[src/rtl/tnn_pkg.sv]
// Shared constants and types for the TNN feature packer: vector geometry,
// FSM state encoding and the feature-to-classifier-input letter mapping.
package tnn_pkg;

  localparam int N_FEAT = 7;
  localparam int FEAT_W = 2;

  typedef logic [1:0] tnn_state_t;

  localparam tnn_state_t ST_COLLECT  = 2'd0;
  localparam tnn_state_t ST_PRESENT  = 2'd1;
  localparam tnn_state_t ST_HOLD_RES = 2'd2;

  // Feature index carried to each classifier input letter.
  localparam int FEAT_A = 0;
  localparam int FEAT_B = 1;
  localparam int FEAT_C = 2;
  localparam int FEAT_D = 3;
  localparam int FEAT_E = 4;
  localparam int FEAT_F = 5;
  localparam int FEAT_G = 6;

endpackage

[src/rtl/tnn_feature_packer_if.sv]
// Bundles the serial-feature, packed-vector and class-result handshakes
// of the feature packer; slave is the packer side, master its environment.
interface tnn_feature_packer_if #(
  parameter int N_FEAT = tnn_pkg::N_FEAT,
  parameter int FEAT_W = tnn_pkg::FEAT_W
);

  logic                       s_valid;
  logic                       s_ready;
  logic [FEAT_W-1:0]          s_data;
  logic                       s_last;
  logic                       vec_valid;
  logic                       vec_ready;
  logic [N_FEAT*FEAT_W-1:0]   vec_data;
  logic                       cls_in;
  logic                       res_valid;
  logic                       res_ready;
  logic                       res_class;
  logic                       err_frame;

  modport slave (
    input  s_valid, s_data, s_last, vec_ready, cls_in, res_ready,
    output s_ready, vec_valid, vec_data, res_valid, res_class, err_frame
  );

  modport master (
    output s_valid, s_data, s_last, vec_ready, cls_in, res_ready,
    input  s_ready, vec_valid, vec_data, res_valid, res_class, err_frame
  );

endinterface

[src/rtl/tnn_feature_packer_result_reg.sv]
// Holds one class result from the classifier until the consumer takes it.
module tnn_result_reg (
  input  logic clk,
  input  logic rst,
  input  logic load_i,
  input  logic cls_i,
  input  logic res_ready_i,
  output logic res_valid_o,
  output logic res_class_o
);

  logic res_valid_q;
  logic res_class_q;

  // Capture on vector handshake; the packer never loads while a result is held.
  always_ff @(posedge clk) begin
    if (rst) begin
      res_valid_q <= 1'b0;
      res_class_q <= 1'b0;
    end else if (load_i) begin
      res_valid_q <= 1'b1;
      res_class_q <= cls_i;
    end else if (res_ready_i) begin
      res_valid_q <= 1'b0;
    end
  end

  assign res_valid_o = res_valid_q;
  assign res_class_o = res_class_q;

endmodule

[src/rtl/tnn_feature_packer.sv]
// Packs serial quantized features into one vector for the classifier core and
// registers the returned class bit; collection of the next vector overlaps delivery.
module tnn_feature_packer #(
  parameter int N_FEAT = tnn_pkg::N_FEAT,
  parameter int FEAT_W = tnn_pkg::FEAT_W
) (
  input  logic                clk,
  input  logic                rst,
  tnn_feature_packer_if.slave bus
);

  import tnn_pkg::*;

  localparam int CNT_W = $clog2(N_FEAT + 1);
  localparam int VEC_W = N_FEAT * FEAT_W;
  localparam logic [CNT_W-1:0] LAST_IDX = CNT_W'(N_FEAT - 1);

  tnn_state_t        state_q, state_d;
  logic [CNT_W-1:0]  cnt_q, cnt_d;
  logic [VEC_W-1:0]  slots_q, slots_d;
  logic [VEC_W-1:0]  vec_data_q, vec_data_d;
  logic              vec_valid_q, vec_valid_d;
  logic              s_ready_q, s_ready_d;
  logic              err_q, err_d;

  logic [VEC_W-1:0]  slots_wr_s;
  logic              beat_s;
  logic              at_last_s;
  logic              complete_s;
  logic              frame_err_s;
  logic              vec_hs_s;
  logic              res_valid_s;
  logic              res_class_s;
  logic              res_gone_s;

  assign beat_s      = bus.s_valid & s_ready_q;
  assign at_last_s   = (cnt_q == LAST_IDX);
  assign complete_s  = beat_s & bus.s_last & at_last_s;
  assign frame_err_s = beat_s & (bus.s_last ^ at_last_s);
  assign vec_hs_s    = vec_valid_q & bus.vec_ready;
  // True when the result register will be empty on the next cycle.
  assign res_gone_s  = ~res_valid_s | bus.res_ready;

  // Slot array with the current beat written into slot cnt.
  always_comb begin
    slots_wr_s = slots_q;
    for (int k = 0; k < N_FEAT; k++) begin
      if (cnt_q == CNT_W'(k)) begin
        slots_wr_s[k*FEAT_W +: FEAT_W] = bus.s_data;
      end else begin
        slots_wr_s[k*FEAT_W +: FEAT_W] = slots_q[k*FEAT_W +: FEAT_W];
      end
    end
  end

  // Collection counter, slots, presented vector and FSM next state.
  always_comb begin
    state_d     = state_q;
    cnt_d       = cnt_q;
    slots_d     = slots_q;
    vec_data_d  = vec_data_q;
    vec_valid_d = vec_valid_q;
    err_d       = 1'b0;

    if (frame_err_s) begin
      cnt_d   = {CNT_W{1'b0}};
      slots_d = {VEC_W{1'b0}};
      err_d   = 1'b1;
    end else if (complete_s) begin
      cnt_d      = {CNT_W{1'b0}};
      slots_d    = {VEC_W{1'b0}};
      vec_data_d = slots_wr_s;
    end else if (beat_s) begin
      cnt_d   = cnt_q + CNT_W'(1);
      slots_d = slots_wr_s;
    end else begin
      cnt_d = cnt_q;
    end

    case (state_q)
      ST_COLLECT: begin
        if (complete_s) begin
          state_d     = ST_PRESENT;
          vec_valid_d = res_gone_s;
        end else begin
          state_d = ST_COLLECT;
        end
      end
      ST_PRESENT: begin
        if (vec_hs_s) begin
          state_d     = ST_HOLD_RES;
          vec_valid_d = 1'b0;
          vec_data_d  = {VEC_W{1'b0}};
        end else if (!vec_valid_q && res_gone_s) begin
          vec_valid_d = 1'b1;
        end else begin
          vec_valid_d = vec_valid_q;
        end
      end
      ST_HOLD_RES: begin
        // A completed vector waits unpresented until the held result drains.
        if (complete_s) begin
          state_d     = ST_PRESENT;
          vec_valid_d = res_gone_s;
        end else if (res_gone_s) begin
          state_d = ST_COLLECT;
        end else begin
          state_d = ST_HOLD_RES;
        end
      end
      default: begin
        state_d     = ST_COLLECT;
        cnt_d       = {CNT_W{1'b0}};
        slots_d     = {VEC_W{1'b0}};
        vec_data_d  = {VEC_W{1'b0}};
        vec_valid_d = 1'b0;
      end
    endcase

    s_ready_d = (state_d != ST_PRESENT);
  end

  // State and output registers.
  always_ff @(posedge clk) begin
    if (rst) begin
      state_q     <= ST_COLLECT;
      cnt_q       <= {CNT_W{1'b0}};
      slots_q     <= {VEC_W{1'b0}};
      vec_data_q  <= {VEC_W{1'b0}};
      vec_valid_q <= 1'b0;
      s_ready_q   <= 1'b1;
      err_q       <= 1'b0;
    end else begin
      state_q     <= state_d;
      cnt_q       <= cnt_d;
      slots_q     <= slots_d;
      vec_data_q  <= vec_data_d;
      vec_valid_q <= vec_valid_d;
      s_ready_q   <= s_ready_d;
      err_q       <= err_d;
    end
  end

  tnn_result_reg u_result_reg (
    .clk         (clk),
    .rst         (rst),
    .load_i      (vec_hs_s),
    .cls_i       (bus.cls_in),
    .res_ready_i (bus.res_ready),
    .res_valid_o (res_valid_s),
    .res_class_o (res_class_s)
  );

  assign bus.s_ready   = s_ready_q;
  assign bus.vec_valid = vec_valid_q;
  assign bus.vec_data  = vec_data_q;
  assign bus.res_valid = res_valid_s;
  assign bus.res_class = res_class_s;
  assign bus.err_frame = err_q;

endmodule

[src/flat_wrapper.sv]
// flat-port wrapper written by rule: the top's interface ports become plain ports
module tnn_feature_packer_flat import tnn_pkg::*;
#(
  parameter int N_FEAT = tnn_pkg::N_FEAT,
  parameter int FEAT_W = tnn_pkg::FEAT_W
)
  (clk, rst, bus_s_valid, bus_s_data, bus_s_last, bus_vec_ready, bus_cls_in, bus_res_ready, bus_s_ready, bus_vec_valid, bus_vec_data, bus_res_valid, bus_res_class, bus_err_frame);
  tnn_feature_packer_if #(.N_FEAT(N_FEAT), .FEAT_W(FEAT_W)) bus_i ();
  input  logic clk;
  input  logic rst;
  input wire logic [$bits(bus_i.s_valid)-1:0] bus_s_valid;
  input wire logic [$bits(bus_i.s_data)-1:0] bus_s_data;
  input wire logic [$bits(bus_i.s_last)-1:0] bus_s_last;
  input wire logic [$bits(bus_i.vec_ready)-1:0] bus_vec_ready;
  input wire logic [$bits(bus_i.cls_in)-1:0] bus_cls_in;
  input wire logic [$bits(bus_i.res_ready)-1:0] bus_res_ready;
  output wire logic [$bits(bus_i.s_ready)-1:0] bus_s_ready;
  output wire logic [$bits(bus_i.vec_valid)-1:0] bus_vec_valid;
  output wire logic [$bits(bus_i.vec_data)-1:0] bus_vec_data;
  output wire logic [$bits(bus_i.res_valid)-1:0] bus_res_valid;
  output wire logic [$bits(bus_i.res_class)-1:0] bus_res_class;
  output wire logic [$bits(bus_i.err_frame)-1:0] bus_err_frame;
  assign bus_i.s_valid = bus_s_valid;
  assign bus_i.s_data = bus_s_data;
  assign bus_i.s_last = bus_s_last;
  assign bus_i.vec_ready = bus_vec_ready;
  assign bus_i.cls_in = bus_cls_in;
  assign bus_i.res_ready = bus_res_ready;
  assign bus_s_ready = bus_i.s_ready;
  assign bus_vec_valid = bus_i.vec_valid;
  assign bus_vec_data = bus_i.vec_data;
  assign bus_res_valid = bus_i.res_valid;
  assign bus_res_class = bus_i.res_class;
  assign bus_err_frame = bus_i.err_frame;
  tnn_feature_packer #(.N_FEAT(N_FEAT), .FEAT_W(FEAT_W)) u_core (.clk(clk), .rst(rst), .bus(bus_i));
endmodule
[config.mk]
export PLATFORM = sky130hd
export DESIGN_NAME = tnn_feature_packer_flat
export DESIGN_NICKNAME = d
export VERILOG_FILES = /design/src/rtl/tnn_pkg.sv /design/src/rtl/tnn_feature_packer_if.sv /design/src/rtl/tnn_feature_packer_result_reg.sv /design/src/rtl/tnn_feature_packer.sv /design/src/flat_wrapper.sv
export SDC_FILE = /design/constraint.sdc
export NUM_CORES = 1
export LEC_CHECK = 0
export CORE_ASPECT_RATIO = 1.1
export CORE_MARGIN = 2
export CORE_UTILIZATION = 25
export CTS_CLUSTER_DIAMETER = 40
export DETAILED_ROUTE_END_ITERATION = 8
export GPL_TIMING_DRIVEN = 1
export SLEW_MARGIN = 10
export SYNTH_ARGS = -nofsm -noshare
export SYNTH_HDL_FRONTEND = slang
export SYNTH_SLANG_ARGS = --single-unit
[constraint.sdc]
create_clock -name clk -period 1.94 [get_ports clk]
set_input_delay 0.194 -clock clk [delete_from_list [all_inputs] [get_ports clk]]
set_output_delay 0.194 -clock clk [all_outputs]
set_load 0.01 [all_outputs]
==> impl_metrics.env <==
export IMPL_utilization_pct=33.6
export IMPL_syn_num_nets=185
export IMPL_grt_max_degree=16
export IMPL_dr_pass1_iters=4
export IMPL_worst_slack_ns=0.267
export IMPL_place_congestion=0.809
export IMPL_syn_avg_cell_area_um2=9.09
export IMPL_p_int_mw=1.18
export IMPL_synth_cell_type_count=26
export IMPL_hold_buffers=0
export IMPL_fin_crit_ns=1.67
export IMPL_cts_root_buf="clkbuf_8"
export IMPL_yosys_warnings=0
export IMPL_register_area_um2=721
export IMPL_synth_area_leaders="dfxtp_1 (46%), mux2i_1 (9.0%), a21oi_1 (7.1%)"
export IMPL_end_kind="register"
export IMPL_antenna_found_initial=0
export IMPL_die_y_um=86.7
export IMPL_drc=0
export IMPL_drtIter0Drc=83
export IMPL_worst_ep_required_time_ns=2.13
export IMPL_cap_violations=0
export IMPL_via_per_inst=4.74
export IMPL_pin_count=28
export IMPL_clkPwrFrac_pct=42.5
export IMPL_die_area_um2=6870
export IMPL_cts_buffer_depth=2
export IMPL_syn_instance_count=171
export IMPL_final_hold_violation_count=0
export IMPL_grt_pass1_wl_um=5930
export IMPL_grt_overflow_total=0
export IMPL_crit_type="reg2reg"
export IMPL_numCtsBuffers=5
export IMPL_htree_levels=2
export IMPL_yosys_area_top_type="dfxtp_1"
export IMPL_drive_gt1_share_pct=9.31
export IMPL_rsz0062_at_grt="no"
export IMPL_coreArea_um2=6080
export IMPL_outcome="finished, final reports clean"
export IMPL_cts_resized=0
export IMPL_ys_seq_area_share_pct=46.3
export IMPL_grt_usage_pct=11.2
export IMPL_hp_class="reg2reg"
export IMPL_worst_pin_slew_ns=0.412
export IMPL_numClockSinks=36
export IMPL_sw_frac_of_total_pct=22.4
export IMPL_period_share_pct=86.2
export IMPL_antenna_left=0
export IMPL_hpwlAfterDp_um=2590
export IMPL_post_cts_buffers=0
export IMPL_dp_slack_ns=0.299
export IMPL_area_growth_syn_to_layout_pct=31.4
export IMPL_cts_tree="built"
export IMPL_die_w_um=79.2
export IMPL_wirelength_um=3590
export IMPL_arrival_ns=1.86
export IMPL_multiInputGateArea_um2=738
export IMPL_wl_per_cell_um=12.7
export IMPL_skew_ns=0.00902
export IMPL_grt_pass1_vias=1296
export IMPL_setup_viol=0
export IMPL_crit_fanout=12
export IMPL_power_switching_mw=0.340
export IMPL_ys_ff_latch=36
export IMPL_clk_pin_slew_ns=0.07
export IMPL_rows=30
export IMPL_setup_tns_ns=0
export IMPL_clk_latency_ns=0.29
export IMPL_nets=217
export IMPL_power_mw=1.52
export IMPL_power_frac_comb_pct=7.7
export IMPL_p_leak_nw=0.764
export IMPL_fillers=651
export IMPL_pwr_share_seq_pct=49.7
export IMPL_slew_headroom_pct=72.4
export IMPL_drv_slew=0
export IMPL_start_util_pct=25.6
export IMPL_timing_fmax_mhz=598
export IMPL_vias=1347
export IMPL_insertedDiodeCount=0
export IMPL_p_per_area_nw_per_um2=744
export IMPL_irDropWorstVdd_uv=379
export IMPL_netlist_area_um2=1560
export IMPL_start_kind="register"
export IMPL_io_buffer_count=27
export IMPL_synth_top_area_share_pct=46.3
==> Yosys cell counts <==
library cell	count
dfxtp_1	36
a21oi_1	22
nor2_1	16
nand3_1	15
mux2i_1	14
nand2_1	11
o21ai_0	8
a311oi_1	5
buf_2	5
ha_1	5
inv_1	5
nand4_1	4
a211oi_1	3
buf_4	3
nand4b_1	3
a21o_1	2
buf_6	2
clkbuf_1	2
nor4_1	2
xnor2_1	2
a2111o_1	1
and4_1	1
nand2b_1	1
nor3_1	1
o21ai_2	1
or2_2	1
==> layer usage <==
metal	GRT usage, %	part of all wire (%)	vias up
li1	-	-	679
met1	13.2	45	627
met2	17.6	47	33
met3	3.33	5.6	8
met4	7.37	2.9	0
met5	0	0	-
==> worst max-delay path, cell delays in order, from the launching register on <==
cell and delay (ns):
dfxtp_1 0.33, inv_1 0.12, ha_1 0.25, and4_1 0.39, buf_12 0.17, a21oi_1 0.06
a211oi_1 0.25
==> logic make-up after synthesis <==
group	count (synthesis)	synth area share (%)
flip-flops	36	46.3
buffers and inverters	17	6.19
XOR/XNOR	2	1.13
AO/OA/AOI/OAI	42	16.2
AND/OR/NAND/NOR	55	17.1
adder cells (fa/ha/maj)	5	4.02
multiplexers	14	9.01
==> cells in the final DEF (no fill, tap or decap), types with 3 or more instances in the layout <==
master | synthesis | routed
a211oi_1 | 3 | 3
a21oi_1 | 22 | 22
a311oi_1 | 5 | 5
buf_4 | 3 | 9
clkbuf_8 | 0 | 5
clkdlybuf4s50_1 | 0 | 27
dfxtp_1 | 36 | 36
ha_1 | 5 | 5
inv_1 | 5 | 5
mux2i_1 | 14 | 14
nand2_1 | 11 | 11
nand3_1 | 15 | 15
nand4_1 | 4 | 4
nand4b_1 | 3 | 3
nor2_1 | 16 | 16
o21ai_0 | 8 | 8
==> power by group through the flow <==
stage,sequential [mW],combinational [mW],clock (mW)
CTS,0.756,0.118,0.665
global placement,0.773,0.117,0
finish,0.756,0.118,0.647
global route,0.757,0.129,0.694
detailed placement,0.773,0.118,0
floorplan,0.772,0.0745,0
==> final timing paths <==
check                                                    start                                            to  slack [ns]  depth (start not counted)
setup / recovery                  u_core.cnt_q[0]$_SDFFE_PP0N_             u_core.bus.vec_data[6]$_SDFF_PP0_        0.27                          6
hold / removal    u_core.u_result_reg.res_class_o$_SDFFE_PP0P_  u_core.u_result_reg.res_class_o$_SDFFE_PP0P_        0.46                          2
setup reg to reg                  u_core.cnt_q[0]$_SDFFE_PP0N_             u_core.bus.vec_data[6]$_SDFF_PP0_        0.27                          6
hold reg to reg   u_core.u_result_reg.res_class_o$_SDFFE_PP0P_  u_core.u_result_reg.res_class_o$_SDFFE_PP0P_        0.46                          2
==> cell type report <==
type	count	area share (%)
flip-flops and latches	36	35.3
multi-input cells	118	36.1
repair buffers	37	17.5
clock buffers	6	3.55
clock inverters	2	1.71
well taps	80	4.90
inverters	5	0.919
==> state kept, by name, summed over array words and instances (netlist names) <==
name / flops
u_core.bus.err_frame: 1
u_core.bus.s_ready: 1
u_core.bus.vec_data: 14
u_core.bus.vec_valid: 1
u_core.cnt_q: 3
u_core.slots_q: 12
u_core.state_q: 2
u_core.u_result_reg.res_class_o: 1
u_core.u_result_reg.res_valid_o: 1
==> metrics by stage <==
stage / area, µm² / hold WS, ns / instances
5_1_grt: 2040 / 0.488 / 284
4_1_cts: 2040 / 0.461 / 284
3_3_place_gp: 1940 / 0.451 / 276
2_1_floorplan: 1560 / 0.263 / 171
3_5_place_dp: 1940 / 0.452 / 276
6_report: 2040 / 0.460 / 284
No activity file was read; power rests on OpenSTA's default activity.
